### config.mk
export PLATFORM = sky130hd
export DESIGN_NAME = spectrum_peak_flat
export DESIGN_NICKNAME = d
export VERILOG_FILES = /design/src/rtl/spectrum_peak_pkg.sv /design/src/rtl/spectrum_peak_if.sv /design/src/rtl/spectrum_peak_cmp.sv /design/src/rtl/spectrum_peak.sv /design/src/flat_wrapper.sv
export SDC_FILE = /design/constraint.sdc
export NUM_CORES = 1
export LEC_CHECK = 0
export BUFFER_PORTS_ARGS = -buffer_cell sky130_fd_sc_hd__buf_4
export CORE_MARGIN = 4
export CORE_UTILIZATION = 45
export CTS_BUF_LIST = sky130_fd_sc_hd__clkbuf_8
export CTS_CLUSTER_DIAMETER = 120
export DETAILED_ROUTE_END_ITERATION = 8
export PLACE_DENSITY_LB_ADDON = 0.1
export SYNTH_ARGS = -nofsm -noshare
export SYNTH_HDL_FRONTEND = slang
export SYNTH_SLANG_ARGS = --single-unit
### constraint.sdc
create_clock -name sys_clk -period 3.3 [get_ports sys_clk]
set_clock_uncertainty 0.2 [all_clocks]
set_input_delay 0.33 -clock sys_clk [delete_from_list [all_inputs] [get_ports sys_clk]]
set_output_delay 0.33 -clock sys_clk [all_outputs]
set_load 0.01 [all_outputs]
### src/rtl/spectrum_peak_pkg.sv
// spectrum_pkg: shared constants, FSM states and result record for spectrum_peak.
// Neighbour fields exist only when PEAK_NEIGHBOR_EN is defined.
package spectrum_pkg;
  localparam int DW = 24;
  localparam int N = 1024;
  localparam int BINW = $clog2(N);
  typedef enum logic {IDLE, SCAN} state_t;
  typedef struct packed {
    logic [BINW-1:0] bin;
    logic [DW-1:0] power;
`ifdef PEAK_NEIGHBOR_EN
    logic [DW-1:0] left;
    logic [DW-1:0] right;
`endif
  } result_t;
endpackage

### src/rtl/spectrum_peak_if.sv
// spectrum_peak_if: power-sample stream in, peak result out (valid/ready) plus status pulses.
// res_left/res_right are present only when PEAK_NEIGHBOR_EN is defined.
interface spectrum_peak_if;
  import spectrum_pkg::*;
  logic in_valid, in_sop, in_eop;
  logic [DW-1:0] in_data;
  logic res_valid, res_ready;
  logic [BINW-1:0] res_bin;
  logic [DW-1:0] res_power;
  logic frame_err, res_overrun;
`ifdef PEAK_NEIGHBOR_EN
  logic [DW-1:0] res_left, res_right;
  modport master (output in_valid, in_sop, in_eop, in_data, res_ready,
                  input res_valid, res_bin, res_power, res_left, res_right, frame_err, res_overrun);
  modport slave (input in_valid, in_sop, in_eop, in_data, res_ready,
                 output res_valid, res_bin, res_power, res_left, res_right, frame_err, res_overrun);
`else
  modport master (output in_valid, in_sop, in_eop, in_data, res_ready,
                  input res_valid, res_bin, res_power, frame_err, res_overrun);
  modport slave (input in_valid, in_sop, in_eop, in_data, res_ready,
                 output res_valid, res_bin, res_power, frame_err, res_overrun);
`endif
endinterface

### src/rtl/spectrum_peak_cmp.sv
// peak_cmp: running maximum over the search window with optional neighbour capture
// (PEAK_NEIGHBOR_EN); peak_o already includes the sample presented this cycle.
module peak_cmp
  import spectrum_pkg::*;
#(
  parameter int BIN_LO = 1,
  parameter int BIN_HI = N/2-1
) (
  input  logic            clk,
  input  logic            rst,
  input  logic            en_i,
  input  logic            start_i,
  input  logic [BINW-1:0] bin_i,
  input  logic [DW-1:0]   data_i,
  output result_t         peak_o
);
  localparam logic [BINW-1:0] LO = BINW'(BIN_LO);
  localparam logic [BINW-1:0] HI = BINW'(BIN_HI);
  result_t peak_q, base;
  logic in_win, upd;
  assign in_win = bin_i >= LO && bin_i <= HI;
  assign upd = en_i && in_win && data_i > base.power;
`ifdef PEAK_NEIGHBOR_EN
  logic [DW-1:0] prev_q, prev_d, win_data;
  logic pend_q, pend_d;
  assign win_data = in_win ? data_i : '0;
`endif
  always_comb begin
    base = peak_q;
    if (start_i) begin
      base = '0;
      base.bin = LO;
    end
    peak_o = base;
    if (upd) begin
      peak_o.bin = bin_i;
      peak_o.power = data_i;
    end
`ifdef PEAK_NEIGHBOR_EN
    prev_d = en_i ? win_data : prev_q;
    pend_d = start_i ? 1'b0 : pend_q;
    if (upd) begin
      peak_o.left = start_i ? '0 : prev_q;
      peak_o.right = '0;
      pend_d = 1'b1;
    end else if (en_i && pend_d) begin
      // right neighbour is the sample right after the latest maximum
      peak_o.right = win_data;
      pend_d = 1'b0;
    end
`endif
  end
  always_ff @(posedge clk or posedge rst)
    if (rst) begin
      peak_q <= '0;
`ifdef PEAK_NEIGHBOR_EN
      prev_q <= '0;
      pend_q <= 1'b0;
`endif
    end else begin
      peak_q <= peak_o;
`ifdef PEAK_NEIGHBOR_EN
      prev_q <= prev_d;
      pend_q <= pend_d;
`endif
    end
endmodule

### src/rtl/spectrum_peak.sv
// spectrum_peak: per-frame peak search on FFT power bins with a one-entry result register.
// PEAK_NEIGHBOR_EN adds neighbour-bin powers to the result.
module spectrum_peak
  import spectrum_pkg::*;
#(
  parameter int BIN_LO = 1,
  parameter int BIN_HI = N/2-1
) (
  input logic sys_clk,
  input logic sys_rst,
  spectrum_peak_if.slave bus
);
  state_t state_q, state_d;
  logic [BINW-1:0] cnt_q, cnt_d, cur;
  logic acc, last, good, err, load;
  logic vld_q, vld_d, err_q, ovr_q;
  result_t peak, res_q;
  assign acc = bus.in_valid && (state_q == SCAN || bus.in_sop);
  assign cur = bus.in_sop ? '0 : cnt_q;
  assign last = &cur;
  assign good = acc && bus.in_eop && last;
  // late sop, early eop and missing eop all discard the frame
  assign err = acc && ((state_q == SCAN && bus.in_sop) || (bus.in_eop != last));
  assign load = good && (!vld_q || bus.res_ready);
  always_comb begin
    state_d = acc ? ((bus.in_eop || last) ? IDLE : SCAN) : state_q;
    cnt_d = acc ? cur + 1'b1 : cnt_q;
    vld_d = load || (vld_q && !bus.res_ready);
  end
  peak_cmp #(.BIN_LO(BIN_LO), .BIN_HI(BIN_HI)) u_cmp (
    .clk(sys_clk),
    .rst(sys_rst),
    .en_i(acc),
    .start_i(acc && bus.in_sop),
    .bin_i(cur),
    .data_i(bus.in_data),
    .peak_o(peak)
  );
  always_ff @(posedge sys_clk or posedge sys_rst)
    if (sys_rst) begin
      state_q <= IDLE;
      cnt_q <= '0;
      vld_q <= 1'b0;
      err_q <= 1'b0;
      ovr_q <= 1'b0;
      res_q <= '0;
    end else begin
      state_q <= state_d;
      cnt_q <= cnt_d;
      vld_q <= vld_d;
      err_q <= err;
      ovr_q <= good && !load;
      res_q <= load ? peak : res_q;
    end
  assign bus.res_valid = vld_q;
  assign bus.res_bin = res_q.bin;
  assign bus.res_power = res_q.power;
  assign bus.frame_err = err_q;
  assign bus.res_overrun = ovr_q;
`ifdef PEAK_NEIGHBOR_EN
  assign bus.res_left = res_q.left;
  assign bus.res_right = res_q.right;
`endif
endmodule

### src/flat_wrapper.sv
// flat-port wrapper written by rule: the top's interface ports become plain ports
module spectrum_peak_flat import spectrum_pkg::*;
#(
  parameter int BIN_LO = 1,
  parameter int BIN_HI = N/2-1
)
  (sys_clk, sys_rst, bus_in_valid, bus_in_sop, bus_in_eop, bus_in_data, bus_res_ready, bus_res_valid, bus_res_bin, bus_res_power, bus_frame_err, bus_res_overrun);
  spectrum_peak_if bus_i ();
  input logic sys_clk;
  input logic sys_rst;
  input wire logic [$bits(bus_i.in_valid)-1:0] bus_in_valid;
  input wire logic [$bits(bus_i.in_sop)-1:0] bus_in_sop;
  input wire logic [$bits(bus_i.in_eop)-1:0] bus_in_eop;
  input wire logic [$bits(bus_i.in_data)-1:0] bus_in_data;
  input wire logic [$bits(bus_i.res_ready)-1:0] bus_res_ready;
  output wire logic [$bits(bus_i.res_valid)-1:0] bus_res_valid;
  output wire logic [$bits(bus_i.res_bin)-1:0] bus_res_bin;
  output wire logic [$bits(bus_i.res_power)-1:0] bus_res_power;
  output wire logic [$bits(bus_i.frame_err)-1:0] bus_frame_err;
  output wire logic [$bits(bus_i.res_overrun)-1:0] bus_res_overrun;
  assign bus_i.in_valid = bus_in_valid;
  assign bus_i.in_sop = bus_in_sop;
  assign bus_i.in_eop = bus_in_eop;
  assign bus_i.in_data = bus_in_data;
  assign bus_i.res_ready = bus_res_ready;
  assign bus_res_valid = bus_i.res_valid;
  assign bus_res_bin = bus_i.res_bin;
  assign bus_res_power = bus_i.res_power;
  assign bus_frame_err = bus_i.frame_err;
  assign bus_res_overrun = bus_i.res_overrun;
  spectrum_peak #(.BIN_LO(BIN_LO), .BIN_HI(BIN_HI)) u_core (.sys_clk(sys_clk), .sys_rst(sys_rst), .bus(bus_i));
endmodule
======== Word-level counts from Yosys, hierarchy flattened ========
Cells that the tools add are included.
storage, ports and cells
  word-level logic and storage cells ...... 39
  output and inout bits ................... 37
  input bits .............................. 30
  register bits ........................... 82
cells by class
  order comparisons ....................... 3
  reduce and logical (&&, ||, !) cells .... 21
  $add $sub $neg .......................... 1
  equality and inequality tests ........... 1
  multiplexer cells ....................... 4
operator list
  cell                                                  number
  two-way mux 34 bit                                    2
  greater-than comparator 24 bit                        1
  logical AND 1 bit                                     12
  adder 10 x 1 -> 10 bit, second input constant         1
  >= comparator 10 x 1 -> 1 bit, second input constant  1
  <= comparator 10 x 9 -> 1 bit, second input constant  1
  two-way mux 10 bit                                    1
  AND reduction 10 bit                                  1
  logical OR 1 bit                                      5
  zero test 1 bit                                       3
  two-way mux 1 bit                                     1
  != test 1 bit                                         1

======== Logic depth before layout (Yosys ltp) ========
  word-level depth ........................ 7
  depth in mapped cells ................... 12
  mapped depth without buffers ............ 9

======== Cells and area by module ========
From an unflattened synthesis, not the netlist that was laid out.
unflattened totals
  cell total of the unflattened synthesis .. 361
  area, all modules ....................... 4174.0 µm²
modules (own cells, without submodules)
  module         times used  seq. area each (µm²)  cells each  area an instance (µm²)
  peak_cmp       1           850.8                 198         2092.0
  spectrum_peak  1           1201.2                163         2082.0

======== Worst setup path after synthesis ========
No wires, ideal clock.
  path type ............................... input -> register
  from .................................... input bus_in_valid
  to ...................................... register u_core.u_cmp.peak_q[0] in the netlist's numbering
  path buffers ............................ 2
  arrival time ............................ 2.806 ns
  slack ................................... 0.169 ns
  library setup time ...................... 0.125 ns
  stages on the path ...................... 11
  path through ............................ clkbuf_1 > nand2_1 > clkbuf_1 > nand2_1 > ha_1 > nor2b_4 > o21bai_1 > a31oi_1 > o311a_1 > o31ai_4 > mux2_4
RTL lines
  what                    line                     text
  start: declaration      flat_wrapper.sv:11       input wire logic [$bits(bus_i.in_valid)-1:0] bus_in_valid;
  end signal: assignment  spectrum_peak_cmp.sv:61  peak_q <= peak_o;
  end: declaration        spectrum_peak_cmp.sv:19  result_t peak_q, base;

==> out/results.ini <==
[outcome]
outcome = complete, no violations

[timing]
drv_slew = 0
tightest_slew_ns = 0.629
fmaxAchievable_ghz = 0.313
finalSetupViolations = 0
hold_viol_final = 0
slew_headroom = 0.578
finalSetupTns_ns = 0
min_period_ns = 3.20
period_share = 0.969
fin_ws_ns = 0.103

[power]
ir_drop_uv = 251
p_switching_uw = 764
clockPowerShare = 0.280
p_int_uw = 1820
p_sw_frac = 0.296
pwr-share-seq = 0.461
p_comb_frac = 0.259
powerDensity_mw_per_mm2 = 512
p_total_uw = 2580
p_leak_uw = 0.00267

[detailed_routing]
vias = 2954
first_pass_iters = 5
first_iter_violations = 75
wirelength_um = 8440
viasPerCell = 4.97
drc = 0
wl_per_cell_um = 14.2
drtAntennaViolNets = 0

[layout]
area_growth_pct = 25.2
nets = 540
post-route-util = 0.578
drive_above_1_share = 0.222
antenna_cells = 0
final_cell_mix = nand2_1 (86), dfrtp_1 (82), buf_4 (76), o21ai_1 (34), mux2i_1 (34)
final_common_cell = nand2_1

[global_routing]
globalRouteOverflowTotal = 0
grt_pass1_vias = 2802
grt_pass1_wl_um = 13400
grt_usage = 0.165
grt_start_max_net_pins = 67
antenna_found_initial = 0

[clock_tree]
clkSlewWorstSetupHoldPaths_ns = 0.08
clkLatencyLatePin_ns = 0.35
cts-buffers-inserted = 9
clkSinkCount = 82
root_buffer = clkbuf_8
clockBufferDepth = 2
cts_tree = built
cts_max_level = 3

[synthesis]
syn_nets = 458
yosys.area.top_type_share = 0.510
synthCells = 400
synthTopCellsByArea = dfrtp_1 (51%), ha_1 (8.7%), mux2i_1 (8.5%), nand2_1 (8.1%), o21ai_1 (4.2%)
synth_top_area_cell = dfrtp_1
yosysSeqAreaShare = 0.510
synth_seq_cells = 82
yosys.cell_types.count = 39
syn_area_mm2 = 0.00403
yosys_warnings = 0
syn_avg_cell_area_um2 = 10.1

[floorplan]
pin_count = 67
core_area_mm2 = 0.00872
die_x_um = 103
start_util = 0.462
dieArea_mm2 = 0.0105
row_count = 34
die_y_um = 103

[hold_path]
holdCritStartpoint = bus_in_data[5]
min_path_type = primary input to flip-flop

[critical_path]
critPathLaunch = bus_in_valid
crit_arrival_ns = 3.23
r2r_start = u_core.u_cmp.peak_q[1]$_DFF_PP0_
crit_fanout = 12
slowest_stage = dlygate4sd3_1
cp_cell_sequence = dlygate4sd3_1 -> buf_4 -> nand2_4 -> buf_12 -> nand2_1 -> ha_1 -> nand3_1 -> o21bai_1 -> a31oi_1 -> o311a_1 -> o31ai_4 -> buf_4 -> buf_12 -> mux2_4
required_ns = 3.33
end_kind = flip-flop
slowest_delay_ns = 0.54
startpoint_type = primary input
critPathKind = primary input to flip-flop

[placement]
pre_cts_slack_ns = 0.252
hpwl_um = 5830
numPortBuffers = 66
gp_congestion = 0.789

[flow_run]
cap_violations = 0

## synth_stat cells
master and count:
nand2_1 87, dfrtp_1 82, mux2i_1 34, o21ai_1 34, inv_1 32, ha_1 28, a21oi_1 13, nand2b_1 12
clkbuf_1 9, nand3_1 7, o21ai_0 7, nor2_1 6, nand4_1 5, nor3_1 5, buf_2 4, buf_8 3
xor2_1 3, a21o_1 2, and2_1 2, mux2_2 2, nor2b_1 2, nor4_1 2, o22ai_1 2, xnor2_1 2
a21boi_0 1, a31oi_1 1, and3_1 1, and4_1 1, mux2_1 1, mux2_4 1, nand4b_1 1, nor2b_4 1
o211ai_1 1, o21ai_2 1, o21bai_1 1, o311a_1 1, o31ai_1 1, o31ai_4 1, or3_1 1
## final cells by class
class                   instances  area (um^2)
clock buffers                  10          138
clock inverters                 5         55.1
fillers                       786         3680
inverters                      32          121
multi-input cells             270         1760
flip-flops and latches         82         2050
well taps                     108          135
repair buffers                 87          776
## flip-flops by register name, indices dropped and copies added (netlist names)
register / count
u_core.state_q: 1
u_core.bus.frame_err: 1
u_core.bus.res_overrun: 1
u_core.bus.res_bin: 10
u_core.cnt_q: 10
u_core.bus.res_power: 24
u_core.bus.res_valid: 1
u_core.u_cmp.peak_q: 34
## critical path, delay by kind of cell
kind	cells	cell delay [ns]
buffers and inverters	5	1.17
AOI/OAI and AO/OA	4	0.81
and+or+nand+nor	3	0.32
adders and majority gates	1	0.32
muxes	1	0.29
## kinds of logic (layout without fill, tap and decap cells)
| kind of cell | count (synthesis) | count (layout) | synth area share |
|---|---|---|---|
| and+or+nand+nor | 133 | 133 | 0.148 |
| muxes | 38 | 38 | 0.0967 |
| DFF | 82 | 82 | 0.510 |
| AOI/OAI and AO/OA | 66 | 66 | 0.0929 |
| buffers and inverters | 48 | 134 | 0.0544 |
| adders and majority gates | 28 | 28 | 0.0870 |
| xor gates and xnor gates | 5 | 5 | 0.0109 |
## path summary, 6_finish.rpt
check | endpoint | depth (start not counted) | slack [ns]
worst min register to register | u_core.bus.res_power[12]$_DFFE_PP0P_ | 2 | 0.29
worst max register to register | u_core.u_cmp.peak_q[0]$_DFF_PP0_ | 10 | 0.73
worst min-delay path | u_core.u_cmp.peak_q[5]$_DFF_PP0_ | 3 | 0.03
worst max-delay path | u_core.u_cmp.peak_q[0]$_DFF_PP0_ | 14 | 0.10
max in group asynchronous | u_core.u_cmp.peak_q[8]$_DFF_PP0_ | 4 | 1.80
min in group asynchronous | u_core.bus.res_power[20]$_DFFE_PP0P_ | 3 | 0.34
## what timing repair did
action,4_1_cts,5_1_grt
hold endpoints to repair,25,0
resized for setup,0,4
setup buffers,0,9
hold buffers,2,0
setup endpoints to repair,0,19
## layer usage
layer  global-route usage  share of wire  wire [um]  vias to the layer above
met5                    0              0          0                        -
met3               0.0352          0.041        347                       10
li1                     -              -          -                     1507
met2                0.275           0.49       4150                       43
met1                0.212           0.46       3840                     1394
met4               0.0605          0.012        101                        0
## through the flow
stage	area [um^2]	hold WS, ns	std cells
after floorplan	4030	0.257	400
after global placement	4660	0.161	566
after detailed placement	4660	0.161	566
after CTS	4870	0.0100	583
after global routing	5040	0.0139	594
final	5040	0.0273	594
## power by group through the flow
stage / registers, uW / logic [uW] / clock network, uW
after detailed placement: 1210 / 601 / 0
final: 1190 / 669 / 722
after floorplan: 1190 / 459 / 0
after global placement: 1210 / 582 / 0
after CTS: 1190 / 606 / 749
after global routing: 1200 / 755 / 797
No activity file was read; power rests on OpenSTA's default activity.
